## config.mk

```make
export PLATFORM = sky130hd
export DESIGN_NAME = uart_frame_bridge
export DESIGN_NICKNAME = d
export VERILOG_FILES = /design/src/rtl/uart_frame_bridge.sv
export SDC_FILE = /design/constraint.sdc
export NUM_CORES = 1
export LEC_CHECK = 0
export BUFFER_PORTS_ARGS = -buffer_cell sky130_fd_sc_hd__clkbuf_2
export CORE_ASPECT_RATIO = 0.9
export CORE_MARGIN = 5
export CORE_UTILIZATION = 54
export DETAILED_ROUTE_END_ITERATION = 10
export PLACE_DENSITY = 0.77
export SYNTH_ARGS = -nofsm -noshare
export SYNTH_HDL_FRONTEND = slang
export SYNTH_SLANG_ARGS = --single-unit
export TNS_END_PERCENT = 5
```

## constraint.sdc

```tcl
create_clock -name clk -period 2.4 [get_ports clk]
set_clock_uncertainty 0.1 [all_clocks]
set_input_delay 0.12 -clock clk [delete_from_list [all_inputs] [get_ports clk]]
set_output_delay 0.12 -clock clk [all_outputs]
set_load 0.01 [all_outputs]
```

## src/rtl/uart_frame_bridge.sv

```systemverilog
// UART byte stream <-> block core bridge: command parsing, key/data frame assembly,
// core valid/ready handshake, result serialisation, ack/error replies, timeout and overrun.
module uart_frame_bridge #(
   parameter int         KEY_BYTES      = 16,
   parameter int         IN_BYTES       = 16,
   parameter int         OUT_BYTES      = 16,
   parameter int         TIMEOUT_CYCLES = 1200000,
   parameter logic [7:0] CMD_KEY        = 8'h4B,
   parameter logic [7:0] CMD_DATA       = 8'h44,
   parameter logic [7:0] ACK_BYTE       = 8'hAC,
   parameter logic [7:0] ERR_BYTE       = 8'hEE
) (
   input  logic                   clk,
   input  logic                   rst,
   input  logic                   uart_rx_ready,
   input  logic [7:0]             uart_data_from_rx,
   input  logic                   uart_tx_ready,
   output logic                   uart_tx_enable,
   output logic [7:0]             uart_data_to_tx,
   output logic [8*KEY_BYTES-1:0] key_out,
   output logic                   key_valid,
   output logic [8*IN_BYTES-1:0]  blk_data,
   output logic                   blk_valid,
   input  logic                   blk_ready,
   input  logic [8*OUT_BYTES-1:0] res_data,
   input  logic                   res_valid,
   output logic                   res_ready,
   output logic                   busy,
   output logic                   frame_err,
   output logic                   rx_overrun
);

   localparam int KW        = 8 * KEY_BYTES;
   localparam int IW        = 8 * IN_BYTES;
   localparam int OW        = 8 * OUT_BYTES;
   localparam int MAX_KI    = (KEY_BYTES > IN_BYTES) ? KEY_BYTES : IN_BYTES;
   localparam int MAX_BYTES = (MAX_KI > OUT_BYTES) ? MAX_KI : OUT_BYTES;
   localparam int CW        = $clog2(MAX_BYTES + 1);
   localparam int TW        = (TIMEOUT_CYCLES > 0) ? $clog2(TIMEOUT_CYCLES + 1) : 1;

   localparam logic [CW-1:0] KEY_LAST = CW'(KEY_BYTES - 1);
   localparam logic [CW-1:0] IN_LAST  = CW'(IN_BYTES - 1);
   localparam logic [CW-1:0] OUT_LAST = CW'(OUT_BYTES - 1);
   localparam logic [TW-1:0] TO_LAST  = (TIMEOUT_CYCLES > 0) ? TW'(TIMEOUT_CYCLES - 1) : '0;

   typedef enum logic [2:0] {
      IDLE, RX_KEY, RX_DATA, CORE_REQ, CORE_WAIT, TX_RES, TX_ACK, TX_ERR
   } state_t;

   state_t        state, state_next;
   logic [CW-1:0] byte_cnt, byte_cnt_next;
   logic [TW-1:0] to_cnt, to_cnt_next;
   logic [KW-1:0] key_sr, key_next;
   logic [OW-1:0] tx_shift;
   logic          tx_wait, tx_go, tx_fire;
   logic [7:0]    tx_byte;
   logic          key_shift, key_done, blk_shift, res_load, res_shift, err_pulse, ovr_pulse;

   // A new byte may go out only after the transmitter has visibly taken the previous one.
   assign tx_go     = uart_tx_ready && !tx_wait;
   assign key_next  = (key_sr << 8) | KW'(uart_data_from_rx);
   assign blk_valid = (state == CORE_REQ);
   assign res_ready = (state == CORE_WAIT);
   assign busy      = (state != IDLE);

   // NOTE: every signal written here gets a default first, so no path can infer a latch.
   always_comb begin
      state_next    = state;
      byte_cnt_next = byte_cnt;
      to_cnt_next   = to_cnt;
      tx_fire       = 1'b0;
      tx_byte       = '0;
      key_shift     = 1'b0;
      key_done      = 1'b0;
      blk_shift     = 1'b0;
      res_load      = 1'b0;
      res_shift     = 1'b0;
      err_pulse     = 1'b0;
      ovr_pulse     = 1'b0;

      case (state)
         IDLE: begin
            if (uart_rx_ready) begin
               byte_cnt_next = '0;
               to_cnt_next   = '0;
               if (uart_data_from_rx == CMD_KEY)       state_next = RX_KEY;
               else if (uart_data_from_rx == CMD_DATA) state_next = RX_DATA;
               else begin
                  state_next = TX_ERR;
                  err_pulse  = 1'b1;
               end
            end
         end
         RX_KEY, RX_DATA: begin
            if (uart_rx_ready) begin
               to_cnt_next = '0;
               key_shift   = (state == RX_KEY);
               blk_shift   = (state == RX_DATA);
               if (byte_cnt == ((state == RX_KEY) ? KEY_LAST : IN_LAST)) begin
                  byte_cnt_next = '0;
                  key_done      = (state == RX_KEY);
                  state_next    = (state == RX_KEY) ? TX_ACK : CORE_REQ;
               end else begin
                  byte_cnt_next = byte_cnt + CW'(1);
               end
            end else if (TIMEOUT_CYCLES > 0) begin
               if (to_cnt == TO_LAST) begin
                  to_cnt_next   = '0;
                  byte_cnt_next = '0;
                  err_pulse     = 1'b1;
                  state_next    = TX_ERR;
               end else begin
                  to_cnt_next = to_cnt + TW'(1);
               end
            end
         end
         CORE_REQ: begin
            if (blk_ready) state_next = CORE_WAIT;
         end
         CORE_WAIT: begin
            if (res_valid) begin
               res_load = 1'b1;
               // The first result byte leaves straight from the handshake cycle.
               if (tx_go) begin
                  tx_fire       = 1'b1;
                  tx_byte       = res_data[OW-1 -: 8];
                  byte_cnt_next = (OUT_BYTES == 1) ? '0 : CW'(1);
                  state_next    = (OUT_BYTES == 1) ? IDLE : TX_RES;
               end else begin
                  byte_cnt_next = '0;
                  state_next    = TX_RES;
               end
            end
         end
         TX_RES: begin
            if (tx_go) begin
               tx_fire   = 1'b1;
               tx_byte   = tx_shift[OW-1 -: 8];
               res_shift = 1'b1;
               if (byte_cnt == OUT_LAST) begin
                  byte_cnt_next = '0;
                  state_next    = IDLE;
               end else begin
                  byte_cnt_next = byte_cnt + CW'(1);
               end
            end
         end
         TX_ACK, TX_ERR: begin
            if (tx_go) begin
               tx_fire    = 1'b1;
               tx_byte    = (state == TX_ACK) ? ACK_BYTE : ERR_BYTE;
               state_next = IDLE;
            end
         end
         default: state_next = IDLE;
      endcase

      if (uart_rx_ready && (state inside {CORE_REQ, CORE_WAIT, TX_RES, TX_ACK, TX_ERR}))
         ovr_pulse = 1'b1;
   end

   // NOTE: sequential state uses non-blocking assignments so every register samples pre-edge values.
   always_ff @(posedge clk or negedge rst) begin
      if (!rst) begin
         state    <= IDLE;
         byte_cnt <= '0;
         to_cnt   <= '0;
      end else begin
         state    <= state_next;
         byte_cnt <= byte_cnt_next;
         to_cnt   <= to_cnt_next;
      end
   end

   always_ff @(posedge clk or negedge rst) begin
      if (!rst) begin
         key_sr          <= '0;
         key_out         <= '0;
         key_valid       <= 1'b0;
         blk_data        <= '0;
         tx_shift        <= '0;
         uart_data_to_tx <= '0;
         uart_tx_enable  <= 1'b0;
         tx_wait         <= 1'b0;
         frame_err       <= 1'b0;
         rx_overrun      <= 1'b0;
      end else begin
         key_valid      <= key_done;
         frame_err      <= err_pulse;
         rx_overrun     <= ovr_pulse;
         uart_tx_enable <= tx_fire;
         if (key_shift) key_sr  <= key_next;
         if (key_done)  key_out <= key_next;
         if (blk_shift) blk_data <= (blk_data << 8) | IW'(uart_data_from_rx);
         if (res_load)       tx_shift <= tx_fire ? (res_data << 8) : res_data;
         else if (res_shift) tx_shift <= tx_shift << 8;
         if (tx_fire) begin
            uart_data_to_tx <= tx_byte;
            tx_wait         <= 1'b1;
         end else if (!uart_tx_ready) begin
            tx_wait <= 1'b0;
         end
      end
   end

endmodule

```

After elaboration in Yosys (flattened, before gate mapping)
Cells that the tools add are included.
{"block": "op_classes", "muxes": 56, "bitwise": 2, "div_mod_pow": 0, "n_reduce_logical": 15, "shift": 0, "order_cmp": 0, "eq_ne": 20, "addsub": 2, "n_mul": 0}
{"operator": "128-bit 2-to-1 mux", "count": 3}
{"operator": "128-bit by 8-bit bitwise OR with 128-bit output", "count": 2}
{"operator": "21-bit 2-to-1 mux", "count": 3}
{"operator": "21-bit one-hot mux with 2 select lines", "count": 1}
{"operator": "3-bit 2-to-1 mux", "count": 12}
{"operator": "8-bit 2-to-1 mux", "count": 4}
{"operator": "5-bit 2-to-1 mux", "count": 6}
{"operator": "8-bit one-hot mux with 3 select lines", "count": 1}
{"operator": "21-bit by 1-bit adder with 21-bit output, second input constant", "count": 1}
{"operator": "21-bit == test, second input constant", "count": 1}
{"operator": "1-bit 2-to-1 mux", "count": 21}
{"operator": "5-bit one-hot mux with 4 select lines", "count": 1}
{"operator": "3-bit one-hot mux with 6 select lines", "count": 1}
{"operator": "8-bit by 7-bit == test with 1-bit output, second input constant", "count": 2}
{"operator": "3-bit == test, second input constant", "count": 4}
{"operator": "2-bit inequality test, second input constant", "count": 5}
{"operator": "8-bit AND reduction", "count": 1}
{"operator": "7-bit 2-to-1 mux", "count": 1}
{"operator": "3-bit by 2-bit == test with 1-bit output, second input constant", "count": 2}
{"operator": "3-bit inequality test, second input constant", "count": 2}
{"operator": "5-bit by 1-bit adder with 5-bit output, second input constant", "count": 1}
{"operator": "5-bit by 4-bit == test with 1-bit output, second input constant", "count": 1}
{"operator": "5-bit AND reduction", "count": 1}
{"operator": "5-bit nonzero test", "count": 1}
{"operator": "12 further kinds", "count": 17}
{"block": "word_totals", "output_inout_bits": 271, "rom_bits": 0, "latch_bits": 0, "wordCells": 108, "in_bits": 142, "ff_bits": 546, "ramBits": 0, "n_memories": 0}

Depth between registers and ports, before layout
{"block": "logic_depth", "depth_word": 7, "mapped_depth": 9, "mapped_depth_nobuf": 6}

Worst setup path after synthesis
Ideal clock, no wire load.
{"block": "synth_timing", "path_type": "register to register", "start": "register to_cnt[0]", "end": "register to_cnt[20]", "t_required_ns": 2.175, "stages_incl_launch_ff": 7, "setup_slack_ns": 0.369, "period_less_slack_ns": 2.031, "setup_ns": 0.125, "path_buffers": 0, "t_arrival_ns": 1.806, "path_cell_list": "dfrtp_1 > ha_1 > nand4_1 > nor4_1 > nand3_1 > a21oi_1 > mux2i_1"}
{"block": "synth_via", "elab_chain_len": 4, "word_cells_on_any_way": 5, "cone_classes": "1 x add/sub; 1 x eq/ne; 3 x mux"}
{"element": "from (decl)", "line_no": "52", "text": "logic [TW-1:0] to_cnt, to_cnt_next;"}
{"element": "from (signal assigned)", "line_no": "171", "text": "to_cnt <= to_cnt_next;"}
{"element": "21-bit by 1-bit adder with 21-bit output / 21-bit == test (equally long branches)", "line_no": "113, 107"}
{"element": "21-bit 2-to-1 mux (*)", "line_no": "107", "text": "if (to_cnt == TO_LAST) begin"}
{"element": "21-bit 2-to-1 mux (*)", "line_no": "95", "text": "if (uart_rx_ready) begin"}
{"element": "21-bit one-hot mux with 2 select lines (*)", "line_no": "81", "text": "case (state)"}
Mark *: on every way between the ends. The rest lies on a longest branch, timed or not.
A chain may end at the register's enable or synchronous reset.

Worst setup path after layout
{"block": "layout_timing", "start": "register state[2]", "end": "register key_out[53]"}
{"block": "layout_via", "elab_chain_len": 4, "word_cells_on_any_way": 6, "cone_classes": "2 x eq/ne; 3 x mux; 1 x reduce/logical"}
{"element": "from (decl)", "line_no": "50", "text": "state_t state, state_next;"}
{"element": "from (signal assigned)", "line_no": "169", "text": "state <= state_next;"}
{"element": "3-bit by 1-bit == test with 1-bit output", "line_no": "81, 101"}
{"element": "1-bit 2-to-1 mux", "line_no": "99", "text": "if (byte_cnt == ((state == RX_KEY) ? KEY_LAST : IN_LAST)) begin"}
{"element": "1-bit 2-to-1 mux", "line_no": "95"}
{"element": "1-bit 2-to-1 mux (*)", "line_no": "81"}
{"element": "to (signal assigned)", "line_no": "193", "text": "if (key_done) key_out <= key_next;"}
{"element": "to (decl)", "line_no": "20", "text": "output logic [8*KEY_BYTES-1:0] key_out,"}
Marks and branches as above.

==> metrics.md <==
| Metric | Value |
|---|---|
| CP Capture Type | `flip-flop` |
| Pwr Total | `30.0 mW` |
| Min Tclk post-route | `2.27 ns` |
| Worst skew pair latency | `0.60 ns` |
| Clk root buf | `clkbuf_16` |
| Post-DP Area | `26500 sq um` |
| Avg Inst Size Synth | `13.3 sq um` |
| WHS | `0.196 ns` |
| Asr flop ratio synth | `100%` |
| Period Utilization, post-route | `94.7%` |
| Setup TNS Final | `0 ns` |
| Post-route design area | `29800 sq um` |
| Synth-to-Final Area Change | `27.3%` |
| Synth Area in Compound Gates | `9.05%` |
| Least-Margin Pin Slew | `0.534 ns` |
| Vias in the first global route | `17297` |
| Peak supply drop | `671 uV` |
| Adder-cell share of the synthesized area | `0.107%` |
| GRT Total Usage | `25.7%` |
| Clk sinks | `546` |
| Ports | `413` |
| FF-to-FF Start | `state[2]` |
| TritonRoute pass-1 iters | `5` |
| H-tree Lvls | `2` |
| Vias per inst | `5.77` |
| Fin cells | `2912` |
| Most frequent CP cell | `buf_12` |
| R2R setup slack | `0.13 ns` |
| Status | `finished, final reports clean` |
| Routed wire length per instance | `21.3 um` |
| Cell count after synthesis | `1753` |
| Hold Crit Depth | `5` |
| Hold Vio Cnt, Final | `0` |
| CP arrival | `2.66 ns` |
| DR iter-0 viols | `1229` |
| Worst Setup Start Kind | `flip-flop` |
| Nets@finish | `2454` |
| Main combinational cell family by area after synthesis | `multiplexers` |
| FILL cells | `2885` |
| Clock Path Buffers | `3` |
| CTS Buf Count | `54` |
| Max-Cap Viols | `0` |
| PwrDens | `1010 nW/um^2` |
| Worst hold endpoint | `state[1]` |
| Yosys reg bits | `546` |
| Placed Cells | `2667` |
| HPWL Detailed | `40300 um` |
| Syn_nets | `1897` |
| Vias | `16797` |
| Final setup viols | `0` |
| Reg2reg end | `key_out[53]` |
| Cell Area, Synth | `23400 sq um` |
| Mux share of post-synthesis cell area | `23.8%` |
| Synth cell types | `59` |
| Crit path cell chain | `inv_1 > nand2_1 > nor4_4 > buf_12 > buf_12 > mux2_2` |
| Utilization after layout | `69.4%` |
| Top FF cell, synth | `dfrtp_1` |
| GP Congestion | `0.881` |
| Layout cells sized above 1 | `41.3%` |
| R2R cell count | `6` |
| Die ar. | `47600 sq um` |
| Yosys Warn Count | `0` |
| Max-slew violations | `0` |
| PortBufs | `412` |
| RSZ-0062 raised after global routing | `false` |
| Synth Area in Simple Gates | `6.06%` |
| Die X | `229 um` |
| Hold Path Origin | `blk_ready` |
| Residual DRC | `0` |
| Dpl ws | `0.107 ns` |
| First-pass GRT wire length | `99100 um` |
| Rows | `72` |
| LEAKAGE | `14.3 nW` |
| CP Data Required Time | `2.79 ns` |
| Sequential area share after synthesis | `58.4%` |
| Crit Path Class | `reg2reg` |
| XOR/XNOR share of the synthesized area | `0%` |
| Initial antenna violation count | `3` |
| CTS tree | `yes` |
| Hold Path Class | `in2reg` |
| Post-synth EDFFs | `0` |
| Core area | `42900 sq um` |
| Initial core utilization | `54.5%` |
| CTS clk-pin slew, worst paths | `0.06 ns` |
| Largest stage delay, worst path | `0.45 ns` |
| Die height | `207 um` |
| Slew HR | `64.4%` |
| Total grt overflow | `0` |
| Worst Slack Setup Final | `0.126 ns` |
| Slowest CP cell | `dfrtp_1` |
| Final ANT Viol Nets | `0` |
| Post-CTS setup buffers | `0` |
| Max FO, Critical Path | `48` |
| Pin count of the biggest net entering global routing | `119` |
| Routed wire length | `62000 um` |
| Maximum clock rate | `440 MHz` |
-- logic make-up after synthesis --
kind of cell / after synthesis
DFF: 546
muxes: 508
AOI/OAI and AO/OA: 332
and+or+nand+nor: 236
buffers and inverters: 129
adders and majority gates: 2
-- layer usage --
layer  GRT usage [%]  up-vias  share of wire, %
met5               0        -                 0
met4            11.7        0               5.0
met3            5.53      206               6.1
met2            41.4      642                48
met1            33.9     8441                41
li1                -     7508                 -
-- registers in the layout, summed over array words and instances (netlist names) --
register	flops
blk_data	128
byte_cnt	5
frame_err	1
key_out	128
key_sr	120
key_valid	1
rx_overrun	1
state	3
to_cnt	21
tx_shift	128
tx_wait	1
uart_data_to_tx	8
uart_tx_enable	1
-- worst max-delay path by stage --
stage	startpoint	end	cells past startpoint
after global routing	state[2]	key_out[53]	6
after floorplan	to_cnt[0]	to_cnt[20]	6
after global placement	state[2]	key_out[60]	6
after detailed placement	state[0]	to_cnt[3]	6
after CTS	state[0]	to_cnt[11]	6
final	state[2]	key_out[53]	6
-- cells in the mapped netlist, types with 2 or more instances --
cell / n / area share [%]
a211oi_1: 122 / 3.9
a21o_1: 3 / 0.096
a21oi_1: 146 / 3.1
a221oi_1: 4 / 0.15
a222oi_1: 2 / 0.086
a22o_1: 9 / 0.34
a31oi_1: 10 / 0.27
a41oi_1: 2 / 0.075
and2_1: 3 / 0.080
and3_1: 7 / 0.19
buf_1: 5 / 0.080
buf_2: 69 / 1.5
buf_4: 5 / 0.16
buf_6: 2 / 0.096
clkbuf_1: 42 / 0.67
clkbuf_2: 2 / 0.043
dfrtp_1: 546 / 58
ha_1: 2 / 0.11
inv_1: 4 / 0.064
mux2_2: 378 / 18
mux2i_1: 130 / 5.6
nand2_1: 16 / 0.26
nand2b_1: 6 / 0.16
nand3_1: 20 / 0.43
nand4_1: 7 / 0.19
nand4b_1: 2 / 0.075
nor2_1: 30 / 0.48
nor2b_1: 122 / 3.3
nor3_1: 3 / 0.064
nor4_1: 2 / 0.053
o21ai_0: 17 / 0.36
o22ai_1: 2 / 0.053
o2bb2ai_1: 2 / 0.075
o31ai_1: 5 / 0.16
or4b_2: 2 / 0.086
-- worst max-delay path, delay by kind of cell, from the launching register on --
family        cells  cell delay (ns)
simple gates      2             0.53
buf+inv           3             0.67
mux               1             0.39
flops             1             0.45
-- power by group --
group	switching, mW	total [mW]	leakage [nW]	internal (mW)
registers	1.50	12.8	7.20	11.3
logic	4.39	8.56	6.22	4.17
clock network	3.62	8.59	0.894	4.98
-- layout make-up --
type | instances | area, sq um | area share (%)
timing repair buffer | 626 | 4420 | 14.9
clock buffer | 81 | 1610 | 5.42
multi-input combinational | 1078 | 9150 | 30.7
clock inverter | 18 | 213 | 0.714
inverter | 4 | 15.0 | 0.0504
tap | 555 | 694 | 2.33
sequential | 546 | 13700 | 45.9
antenna | 4 | 10.0 | 0.0336
-- cells in the final DEF, fill, tap and decap left out, drive strengths merged, types with 16 or more instances in the layout --
cell         count
dfrtp          546
a211oi         122
nor2b          122
o21ai           17
mux2i          130
nor2            31
nand3           20
nand2           16
a21oi          147
clkbuf         492
buf             74
mux2           378
dlygate4sd3    141
-- what timing repair did --
item                       CTS  global route
gates resized for setup      0             2
hold buffers               142             0
setup endpoints to repair    0            40
hold endpoints to repair   712             0
Power figures use the tool's default switching activity.
